## src/rtl/fifo_reader.sv

```systemverilog
// Packs WORD_BYTES consecutive FIFO entries into one output word with a per-lane keep mask.
// A flush emits a partially filled word; the word is held until the downstream accepts it.
module fifo_reader #(
  parameter int WIDTH      = 8,
  parameter int WORD_BYTES = 4
) (
  input  logic                        clk,
  input  logic                        rst_n,
  input  logic                        sel,
  input  logic                        f_valid,
  input  logic [WIDTH-1:0]            f_data,
  output logic                        f_ready,
  input  logic                        flush,
  output logic                        o_valid,
  output logic [WIDTH*WORD_BYTES-1:0] o_data,
  output logic [WORD_BYTES-1:0]       o_keep,
  input  logic                        o_ready,
  output logic [15:0]                 words_out
);

  localparam int IDX_W = $clog2(WORD_BYTES);
  localparam int CNT_W = IDX_W + 1;
  localparam logic [IDX_W-1:0] LAST_IDX = IDX_W'(WORD_BYTES - 1);

  typedef enum logic {COLLECT, HOLD} state_e;

  state_e                             state_q, state_d;
  logic [IDX_W-1:0]                   idx_q, idx_d;
  logic [WORD_BYTES-1:0][WIDTH-1:0]   lanes_q, lanes_d;
  logic [WORD_BYTES-1:0]              keep_q, keep_d;
  logic [15:0]                        words_q, words_d;
  logic                               accept;
  logic [CNT_W-1:0]                   count;

  // Lowest n lanes set; built bitwise so n == WORD_BYTES needs no wider shift.
  function automatic logic [WORD_BYTES-1:0] low_mask(input logic [CNT_W-1:0] n);
    logic [WORD_BYTES-1:0] m;
    m = '0;
    for (int i = 0; i < WORD_BYTES; i++) m[i] = (CNT_W'(i) < n);
    return m;
  endfunction

  assign f_ready   = rst_n && sel && (state_q == COLLECT);
  assign o_valid   = (state_q == HOLD);
  assign o_data    = lanes_q;
  assign o_keep    = keep_q;
  assign words_out = words_q;
  assign accept    = f_valid && f_ready;
  assign count     = {1'b0, idx_q} + CNT_W'(accept);

  always_comb begin
    state_d = state_q;
    idx_d   = idx_q;
    lanes_d = lanes_q;
    keep_d  = keep_q;
    words_d = words_q;
    case (state_q)
      COLLECT: begin
        if (accept) begin
          lanes_d[idx_q] = f_data;
          idx_d          = idx_q + IDX_W'(1);
        end
        // A same-cycle accept is already counted, so a flush includes that byte.
        if (accept && idx_q == LAST_IDX) begin
          state_d = HOLD;
          keep_d  = '1;
        end else if (flush && sel && count != '0) begin
          state_d = HOLD;
          keep_d  = low_mask(count);
        end
      end
      HOLD: begin
        if (o_ready) begin
          state_d = COLLECT;
          idx_d   = '0;
          lanes_d = '0;
          keep_d  = '0;
          words_d = words_q + 16'd1;
        end
      end
      default: state_d = COLLECT;
    endcase
  end

  always_ff @(posedge clk or negedge rst_n) begin
    if (!rst_n) begin
      state_q <= COLLECT;
      idx_q   <= '0;
      lanes_q <= '0;
      keep_q  <= '0;
      words_q <= '0;
    end else begin
      state_q <= state_d;
      idx_q   <= idx_d;
      lanes_q <= lanes_d;
      keep_q  <= keep_d;
      words_q <= words_d;
    end
  end

endmodule
```

## config.mk

```make
export PLATFORM = sky130hd
export DESIGN_NAME = fifo_reader
export DESIGN_NICKNAME = d
export VERILOG_FILES = /design/src/rtl/fifo_reader.sv
export SDC_FILE = /design/constraint.sdc
export NUM_CORES = 1
export LEC_CHECK = 0
export ABC_AREA = 0
export BUFFER_PORTS_ARGS = -buffer_cell sky130_fd_sc_hd__buf_2
export CORE_ASPECT_RATIO = 2
export CORE_MARGIN = 1.5
export CORE_UTILIZATION = 45
export CTS_BUF_LIST = sky130_fd_sc_hd__clkbuf_8
export CTS_CLUSTER_SIZE = 16
export DETAILED_ROUTE_END_ITERATION = 6
export GPL_TIMING_DRIVEN = 0
export PLACE_DENSITY_LB_ADDON = 0.1
export SLEW_MARGIN = 40
export SYNTH_ARGS = -nofsm -noshare
export SYNTH_HDL_FRONTEND = slang
export SYNTH_SLANG_ARGS = --single-unit
```

## constraint.sdc

```tcl
create_clock -name clk -period 5.2 [get_ports clk]
set_input_delay 0.52 -clock clk [delete_from_list [all_inputs] [get_ports clk]]
set_output_delay 0.52 -clock clk [all_outputs]
set_load 0.05 [all_outputs]
```

==> results of run 1 <==
critical path: stages:
cell	delay, ps
buf_4	550
and4b_1	300
buf_6	140
ha_1	170
inv_1	50
ha_1	310
o311ai_2	560
nor3_1	120
a21oi_1	140
o21ai_1	70
path summary, 6_finish.rpt:
kind	start	end	slack, ps	cells after the start
worst max register to register	o_valid$_DFF_PN0_	o_keep[2]$_DFFE_PN0P_	2880	9
worst min-delay path	rst_n	o_data[16]$_DFFE_PN0P_	240	1
worst max-delay path	rst_n	o_keep[2]$_DFFE_PN0P_	2460	10
min in group clk	f_data[6]	o_data[22]$_DFFE_PN0P_	440	3
max in group asynchronous	rst_n	words_out[5]$_DFFE_PN0P_	4490	1
worst min register to register	words_out[15]$_DFFE_PN0P_	words_out[15]$_DFFE_PN0P_	480	1
layout by cell type (no fill, tap or decap):
cell	Yosys	layout
buf_8	4	4
inv_1	5	6
nand4_1	3	3
nor4b_1	1	1
o211ai_1	1	1
nand2_1	63	63
nor3_1	1	1
o21ai_0	1	1
clkbuf_1	1	1
a31oi_1	1	1
clkinvlp_4	0	1
o31ai_1	1	1
buf_4	0	1
a21oi_1	6	6
and2_1	2	2
ha_1	8	8
mux2_1	1	1
nand3_1	7	7
mux2i_1	1	1
nand2_2	8	8
buf_12	2	2
o21ai_1	12	12
buf_6	1	1
dfrtp_1	55	55
xnor2_1	12	12
nor2b_1	1	1
buf_2	5	71
nor3b_2	1	1
nor2_2	1	1
o21ai_2	24	24
xor2_1	3	3
nor2_1	3	3
and2_4	3	3
o21a_1	1	1
o311ai_2	1	1
inv_6	0	1
and4b_1	1	1
clkbuf_8	0	5
nand4_2	1	1
and3_1	6	6
through the flow:
stage,utilization (%),power (mW),hold WS (ps)
finish,55.3,1.52,239
global route,55.3,1.61,283
CTS,55.3,1.54,263
detailed placement,53.7,1.29,458
global placement,53.7,1.28,463
floorplan,-,1.12,224
metal layers:
layer  track usage [%]  vias up
met2              34.2       55
li1                  -      970
met5                 0        -
met4              7.44        0
met3              4.32        7
met1              22.6      923
layout make-up:
class / count / area (um^2)
buffer: 13 / 140
tap: 61 / 76.3
inverter: 5 / 18.8
multi-input combinational: 175 / 1090
clock buffer: 5 / 68.8
sequential: 55 / 1380
fill: 517 / 2530
timing repair buffer: 67 / 338
clock inverter: 3 / 20.0
power groups by stage:
stage               Sequential, mW  Combinational (mW)  Clock (mW)
CTS                          0.597               0.685       0.254
global route                 0.609               0.727       0.270
finish                       0.595               0.676       0.244
floorplan                    0.895               0.221           0
detailed placement           0.605               0.684           0
global placement             0.602               0.674           0
cell families (layout without fill, tap and decap cells):
group	count (synthesis)	after routing	share of synthesized area [%]
compound gates	48	48	13.3
xor+xnor	15	15	5.00
fa+ha+maj	8	8	3.81
flops	55	55	52.4
simple gates	102	102	18.6
mux	2	2	0.810
buf+inv	18	93	6.05
state kept, by name, summed over array words and instances, names as in the netlist:
| signal | count |
|---|---|
| o_keep | 4 |
| o_valid | 1 |
| words_out | 16 |
| o_data | 32 |
| idx_q | 2 |
==> results.yml, run 1 <==
cts:
  cts_resized: 0
  cts_sinks: 55
  cts_tree: "built"
  cts_buffers: 5
  path_clk_slew_ps: 100
  cts-root-buf: "clkbuf_8"
  clk_latency_ps: 330
  htreeDepth: 2
  cts_hold_buffers: 0
  clockBufferDepth: 2
  post_cts_buffers: 0
power:
  pwr-share-clk_pct: 16.1
  p_int_uw: 790
  powerDensity_mw_per_mm2: 484
  p_comb_share_pct: 44.6
  swShare_pct: 47.8
  sequentialPowerShare_pct: 39.3
  leakage_nw: 1.62
  p_sw_uw: 725
  ir_worst_vdd_mv: 0.288
route:
  met2WireLength_mm: 3.12
  drt-pass1-iter-count: 4
  ant_nets: 0
  via_count: 1955
  drtIter0Drc: 60
  top_layer: "met4"
  avgViaCountPerCell: 5.09
  wl_mm: 5.69
  wl_met3_um: 239
  wl_per_cell_um: 14.8
  wl_met1_mm: 2.22
  drc: 0
placement:
  place.gp.congestion: 0.776
  port-buffer-count: 67
  placedInstanceArea_mm2: 0.00304
  dp_hpwl_mm: 4.28
  placedCellCount: 376
  dp_worst_setup_slack_ps: 2060
global_routing:
  grt_pass1_wl_mm: 9.40
  gr-total-overflow: 0
  grt_max_degree: 58
  antenna_found_initial: 0
  grt_usage_pct: 19.6
  grt_pass1_vias: 1875
timing:
  finalClockSkew_ps: 13.4
  grt_setup_unrepaired: "no"
  slew_violations: 0
  hold_viol_final: 0
  relSlewSlack_pct: 52.5
  tns_ps: 0
  fin_ws_ps: 2460
  fmax_ghz: 0.366
  tightest_slew_ps: 712
  fin_crit_sh_pct: 52.6
  setup_viol: 0
  min_period_ps: 2740
synthesis:
  yosysTopAreaCell: "dfrtp_1"
  netlist_top_cells_area: "dfrtp_1, nand2_1, o21ai_2"
  synthArstFlopShare_pct: 100
  yosys_warnings: 0
  synth.top_cell.area_share_pct: 52.4
  yosysMostFrequentCell: "nand2_1"
  synth_fp_nets: 270
  synth.ff_latch_count: 55
  ys_top_cells_by_count: "nand2_1, dfrtp_1, o21ai_2, o21ai_1, xnor2_1"
  synthDistinctLibCells: 36
  ys.flop_type: "dfrtp_1"
  avgSynthCellArea_um2: 10.6
  synth_cells: 248
  synth_edf_count: 0
  syn_area_mm2: 0.00263
  yosysSeqAreaShare_pct: 52.4
critical_path:
  critPathCaptureType: "register"
  cp.required_ps: 5400
  worstSetupPathType: "input port to register"
  path_max_fanout: 57
  worstSetupStartpointType: "input port"
  arrival_ps: 2940
floorplanning:
  num_io_pins: 68
  die_h_um: 111
  fp.dieW_um: 57.0
  fp-row-count: 39
  coreArea_mm2: 0.00566
  die_area_mm2: 0.00633
  initial_core_util_pct: 46.4
final_layout:
  area_delta_synth_final_pct: 19.1
  drive_gt1_share_pct: 38.7
  instances_no_fill: 384
  antenna_cells: 0
  nets: 344
  design_area_mm2: 0.00313
flow_run:
  drv_cap: 0
hold_path:
  hold_class: "input port to async pin"
status:
  status: "finished, final reports clean"
Note: power is estimated with default switching activity, not from simulation.
==> run 2, diff against run 1 <==
- ABC_AREA: 0 -> 1
- clock period: 5.2 -> 2.6 ns (I/O delays scaled with it)
==> run 2 against run 1 <==
Synthesized cell count grew 8.1%. Global-route usage grew 1.4 points. Clock-buffer cell count grew 1. Critical path type unchanged. Combinational power grew to 2.6 times the previous value. Sequential share of layout area grew 1.0 points. Critical path depth grew 5. The flow now finishes with violations (negative hold slack). Sequential power grew 110%. Setup slack lost 2100 ps.
==> results.yml, run 2 <==
route:
  avgViaCountPerCell: 5.19
  drc: 0
  wl_mm: 6.03
  drtIter0Drc: 79
  ant_nets: 0
  via_count: 2093
  wl_per_cell_um: 15.0
  drt-pass1-iter-count: 4
cts:
  cts_resized: 0
  cts_buffers: 5
  cts-root-buf: "clkbuf_8"
  cts_sinks: 55
  path_clk_slew_ps: 100
  cts_hold_buffers: 0
  htreeDepth: 2
  cts_tree: "built"
  clk_latency_ps: 320
  clockBufferDepth: 2
  post_cts_buffers: 0
final_layout:
  final_common_cell: "nand2_1"
  drive_gt1_share_pct: 26.2
  largest_reg_flops: 32
  final_cell_mix: "nand2_1, buf_2, dfrtp_1, inv_1, o31ai_1"
  postLayoutCoreUtil_pct: 56.4
  antenna_cells: 0
  area_delta_synth_final_pct: 20.1
  nets: 364
global_routing:
  gr-total-overflow: 0
  antenna_found_initial: 0
  grt_pass1_vias: 2111
  grt_max_degree: 57
  grt_pass1_wl_mm: 9.94
  grt_usage_pct: 21.0
synthesis:
  synthDistinctLibCells: 22
  ys_top_cells_by_count: "nand2_1, dfrtp_1, inv_1, o31ai_1, nand3_1"
  yosysTopAreaCell: "dfrtp_1"
  synth_cells: 268
  yosysMostFrequentCell: "nand2_1"
  synth.top_cell.area_share_pct: 54.0
  synthArstFlopShare_pct: 100
  ys.flop_type: "dfrtp_1"
  yosysSeqAreaShare_pct: 54.0
  synth_edf_count: 0
  synth_fp_nets: 290
  synth.ff_latch_count: 55
  avgSynthCellArea_um2: 9.51
  netlist_top_cells_area: "dfrtp_1, nand2_1, o31ai_1"
  yosys_warnings: 0
  syn_area_mm2: 0.00255
timing:
  tightest_slew_ps: 712
  tns_ps: 0
  finalClockSkew_ps: 8.31
  grt_setup_unrepaired: "no"
  min_period_ps: 2210
  slew_violations: 0
  relSlewSlack_pct: 52.5
  fin_ws_ps: 395
  fin_crit_sh_pct: 84.8
  fmax_ghz: 0.453
  worst_hold_slack_ps: -19.7
  hold_viol_final: 18
  setup_viol: 0
floorplanning:
  coreArea_mm2: 0.00542
  fp.dieW_um: 56.2
  fp-row-count: 38
  die_h_um: 109
  die_area_mm2: 0.00615
  num_io_pins: 68
  initial_core_util_pct: 47.0
critical_path:
  worstSetupStartpointType: "input port"
  critPathCaptureType: "register"
  path_max_fanout: 56
  worstSetupPathType: "input port to register"
  cp.required_ps: 2860
  arrival_ps: 2460
power:
  ir_worst_vdd_mv: 0.751
  leakage_nw: 1.71
  powerDensity_mw_per_mm2: 1140
placement:
  dp_worst_setup_slack_ps: -1.68
  dp_hpwl_mm: 4.61
  port-buffer-count: 67
  place.gp.congestion: 0.758
status:
  status: "finished with violations"
  violations: "negative hold slack"
flow_run:
  drv_cap: 0
hold_path:
  hold_class: "input port to async pin"
## run 2: layer usage
layer | part of all wire [%] | up-vias | track usage [%]
met5 | 0 | - | 0
met4 | 3.3 | 0 | 10.0
met3 | 4.0 | 10 | 3.88
met2 | 56 | 56 | 38.7
met1 | 37 | 1003 | 22.7
li1 | - | 1024 | -
## run 2: per-stage QoR
stage / power (mW) / cells / hold slack, ps / instance area, um^2
final: 3.50 / 403 / -19.7 / 3060
after global routing: 3.72 / 403 / 44.0 / 3060
after CTS: 3.53 / 403 / 16.5 / 3060
after detailed placement: 3.03 / 395 / 356 / 2960
after global placement: 3.00 / 395 / 454 / 2960
after floorplan: 2.59 / 268 / -35.6 / 2550
## run 2: worst max-delay path, stage by stage
cell and delay (ps):
buf_4 540, nand2_1 190, nor2_4 160, nand2_2 120, inv_1 120, ha_1 170
inv_1 50, ha_1 260, inv_1 60, nand3_1 60, nand2_1 100, nand3_1 80
nand2_1 140, nand2_1 60, nand2_1 60
## run 2: final timing paths
check	endpoint	cells after the start	start	slack, ps
worst max register to register	o_keep[2]$_DFFE_PN0P_	14	o_valid$_DFF_PN0_	570
worst min register to register	o_keep[0]$_DFFE_PN0P_	2	o_keep[0]$_DFFE_PN0P_	470
min in group clk	o_data[15]$_DFFE_PN0P_	3	f_data[7]	300
max in group asynchronous	words_out[14]$_DFFE_PN0P_	1	rst_n	2140
worst max-delay path	o_keep[2]$_DFFE_PN0P_	15	rst_n	390
worst min-delay path	o_data[18]$_DFFE_PN0P_	1	rst_n	-20
## run 2: logic make-up (layout without fill, tap and decap cells)
family / Yosys count / after routing / share of synthesized area, %
simple gates: 112 / 112 / 20.0
flops: 55 / 55 / 54.0
buf+inv: 43 / 118 / 6.78
compound gates: 39 / 39 / 11.4
xor+xnor: 11 / 11 / 3.78
fa+ha+maj: 8 / 8 / 3.93
## run 2: power breakdown
group	switching, mW	leakage [nW]	internal [mW]
registers	0.157	0.728	1.09
clock network	0.292	0.0474	0.218
logic	1.35	0.938	0.394
total	1.80	1.71	1.70
## run 2: area by class of cell
class | count | area, um^2
fillers | 534 | 2360
flip-flops and latches | 55 | 1380
multi-input cells | 170 | 998
repair buffers | 67 | 338
inverters | 39 | 146
clock buffers | 6 | 82.6
well taps | 60 | 75.1
plain buffers | 4 | 26.3
clock inverters | 2 | 16.3
==> run 3, diff against run 2 <==
- clock period: 2.6 -> 2.2 ns (I/O delays scaled with it)
==> run 3 against run 2 <==
The run now ends clean. Cell area is 1.3% higher. Global-route usage decreased by 0.63 points. Clock-buffer cell count down 1. Register-to-register slack got worse by 320 ps. Die area stayed put. Cell count is 0.50% higher. Sequential power is 19% higher. Clock skew decreased by 1.5 ps. Wire length down 2.0%. Power rose by 17%. Critical endpoint is now o_keep[0]$_DFFE_PN0P_. Largest cell class unchanged. Highest routed layer unchanged.
==> results.yml, run 3 (same netlist as run 2, synthesis figures left out) <==
global_routing:
  grt_max_degree: 57
  grt_pass1_vias: 2033
  gr-total-overflow: 0
  grt_usage_pct: 20.4
  antenna_found_initial: 0
  grt_pass1_wl_mm: 9.62
critical_path:
  worstSetupStartpointType: "register"
  cpMaxStageDelayCell: "dfrtp_2"
  cp_cell_sequence: "buf_6, nor2_4, nand2_4, inv_2, ha_1, inv_1, ha_1, inv_1, nand3_1, nand2_1, nand2_1, nand3_1, nand2_1"
  path_max_fanout: 8
  critPathCaptureType: "register"
  cp.required_ps: 2400
  cp_top_family: "simple AND/OR/NAND/NOR gates"
  path_buf_inv: 4
  crit_path_frequent_cell: "nand2_1"
  crit_path_max_incr_delay_ps: 420
  arrival_ps: 2150
  worstSetupPathType: "register to register"
route:
  avgViaCountPerCell: 5.14
  drtIter0Drc: 52
  wl_mm: 5.91
  wl_per_cell_um: 14.6
  drt-pass1-iter-count: 4
  via_count: 2082
  ant_nets: 0
  drc: 0
cts:
  clk_latency_ps: 310
  path_clk_slew_ps: 90
  post_cts_buffers: 0
  cts_buffers: 5
  cts_sinks: 55
  cts-root-buf: "clkbuf_8"
  clockBufferDepth: 2
  cts_tree: "built"
  htreeDepth: 2
timing:
  tns_ps: 0
  slew_violations: 0
  setup_viol: 0
  finalClockSkew_ps: 6.86
  fin_ws_ps: 251
  fmax_ghz: 0.513
  relSlewSlack_pct: 72.0
  grt_setup_unrepaired: "no"
  min_period_ps: 1950
  hold_viol_final: 0
  worst_hold_slack_ps: 232
  tightest_slew_ps: 417
  fin_crit_sh_pct: 88.6
final_layout:
  antenna_cells: 0
  largest_reg_flops: 32
  instances_no_fill: 405
  seq_area_mm2: 0.00138
  design_area_mm2: 0.00310
  multiInputGateArea_mm2: 0.00101
  final_common_cell: "nand2_1"
  drive_gt1_share_pct: 27.0
  area_delta_synth_final_pct: 21.7
  postLayoutCoreUtil_pct: 57.2
  n_fill_cell: 519
  final_cell_mix: "nand2_1, buf_2, dfrtp_1, inv_1, o31ai_1"
  nets: 366
placement:
  port-buffer-count: 67
  dp_hpwl_mm: 4.49
  dp_worst_setup_slack_ps: -305
  placedCellCount: 395
  place.gp.congestion: 0.754
  placedInstanceArea_mm2: 0.00297
floorplanning:
  die_h_um: 109
  initial_core_util_pct: 47.0
  num_io_pins: 68
  fp.dieW_um: 56.2
  die_area_mm2: 0.00615
  fp-row-count: 38
  coreArea_mm2: 0.00542
power:
  leakage_nw: 1.73
  power_mw: 4.09
  powerDensity_mw_per_mm2: 1320
  ir_worst_vdd_mv: 0.835
flow_run:
  drv_cap: 0
status:
  status: "finished, final reports clean"
hold_path:
  hold_class: "input port to register"
run 3: routing by layer:
metal  routed length (um)  GRT usage, %  share of wire (%)
met1                 2190          21.6                 37
met2                 3330          38.6                 56
met3                  241          3.76                4.1
met4                  146          8.67                2.5
met5                    0             0                  0
run 3: worst paths after layout:
check                                       from                     end  slack [ps]  cells past startpoint
min                                      f_valid   o_data[0]$_DFFE_PN0P_         230                      3
max in group asynchronous                  rst_n       o_valid$_DFF_PN0_        1440                      3
max                            o_valid$_DFF_PN0_   o_keep[0]$_DFFE_PN0P_         250                     13
min in group asynchronous                  rst_n  o_data[17]$_DFFE_PN0P_         510                      3
min reg2reg                o_keep[0]$_DFFE_PN0P_   o_keep[0]$_DFFE_PN0P_         480                      2
max reg2reg                    o_valid$_DFF_PN0_   o_keep[0]$_DFFE_PN0P_         250                     13
run 3: tightest hold or removal path, cell delays in order:
cell,delay (ps)
buf_2,120
nand2_4,90
o31ai_1,70
run 3: power by group:
part	switching (mW)	leakage, nW	internal [mW]
clock	0.316	0.0453	0.219
sequential	0.190	0.727	1.29
combinational	1.60	0.962	0.475
total	2.11	1.73	1.98
run 3: repair_timing:
item,4_1_cts,5_1_grt
endpoints found under the hold margin,55,55
endpoints found under the setup margin,0,5
gates resized for setup,0,3
run 3: final cells by class:
class | instances | share of cell area (%)
Clock buffer | 5 | 2.22
Tap cell | 60 | 2.42
Timing Repair Buffer | 69 | 12.4
Multi-Input combinational cell | 170 | 32.5
Clock inverter | 3 | 0.525
Inverter | 39 | 4.72
Sequential cell | 55 | 44.4
Buffer | 4 | 0.848
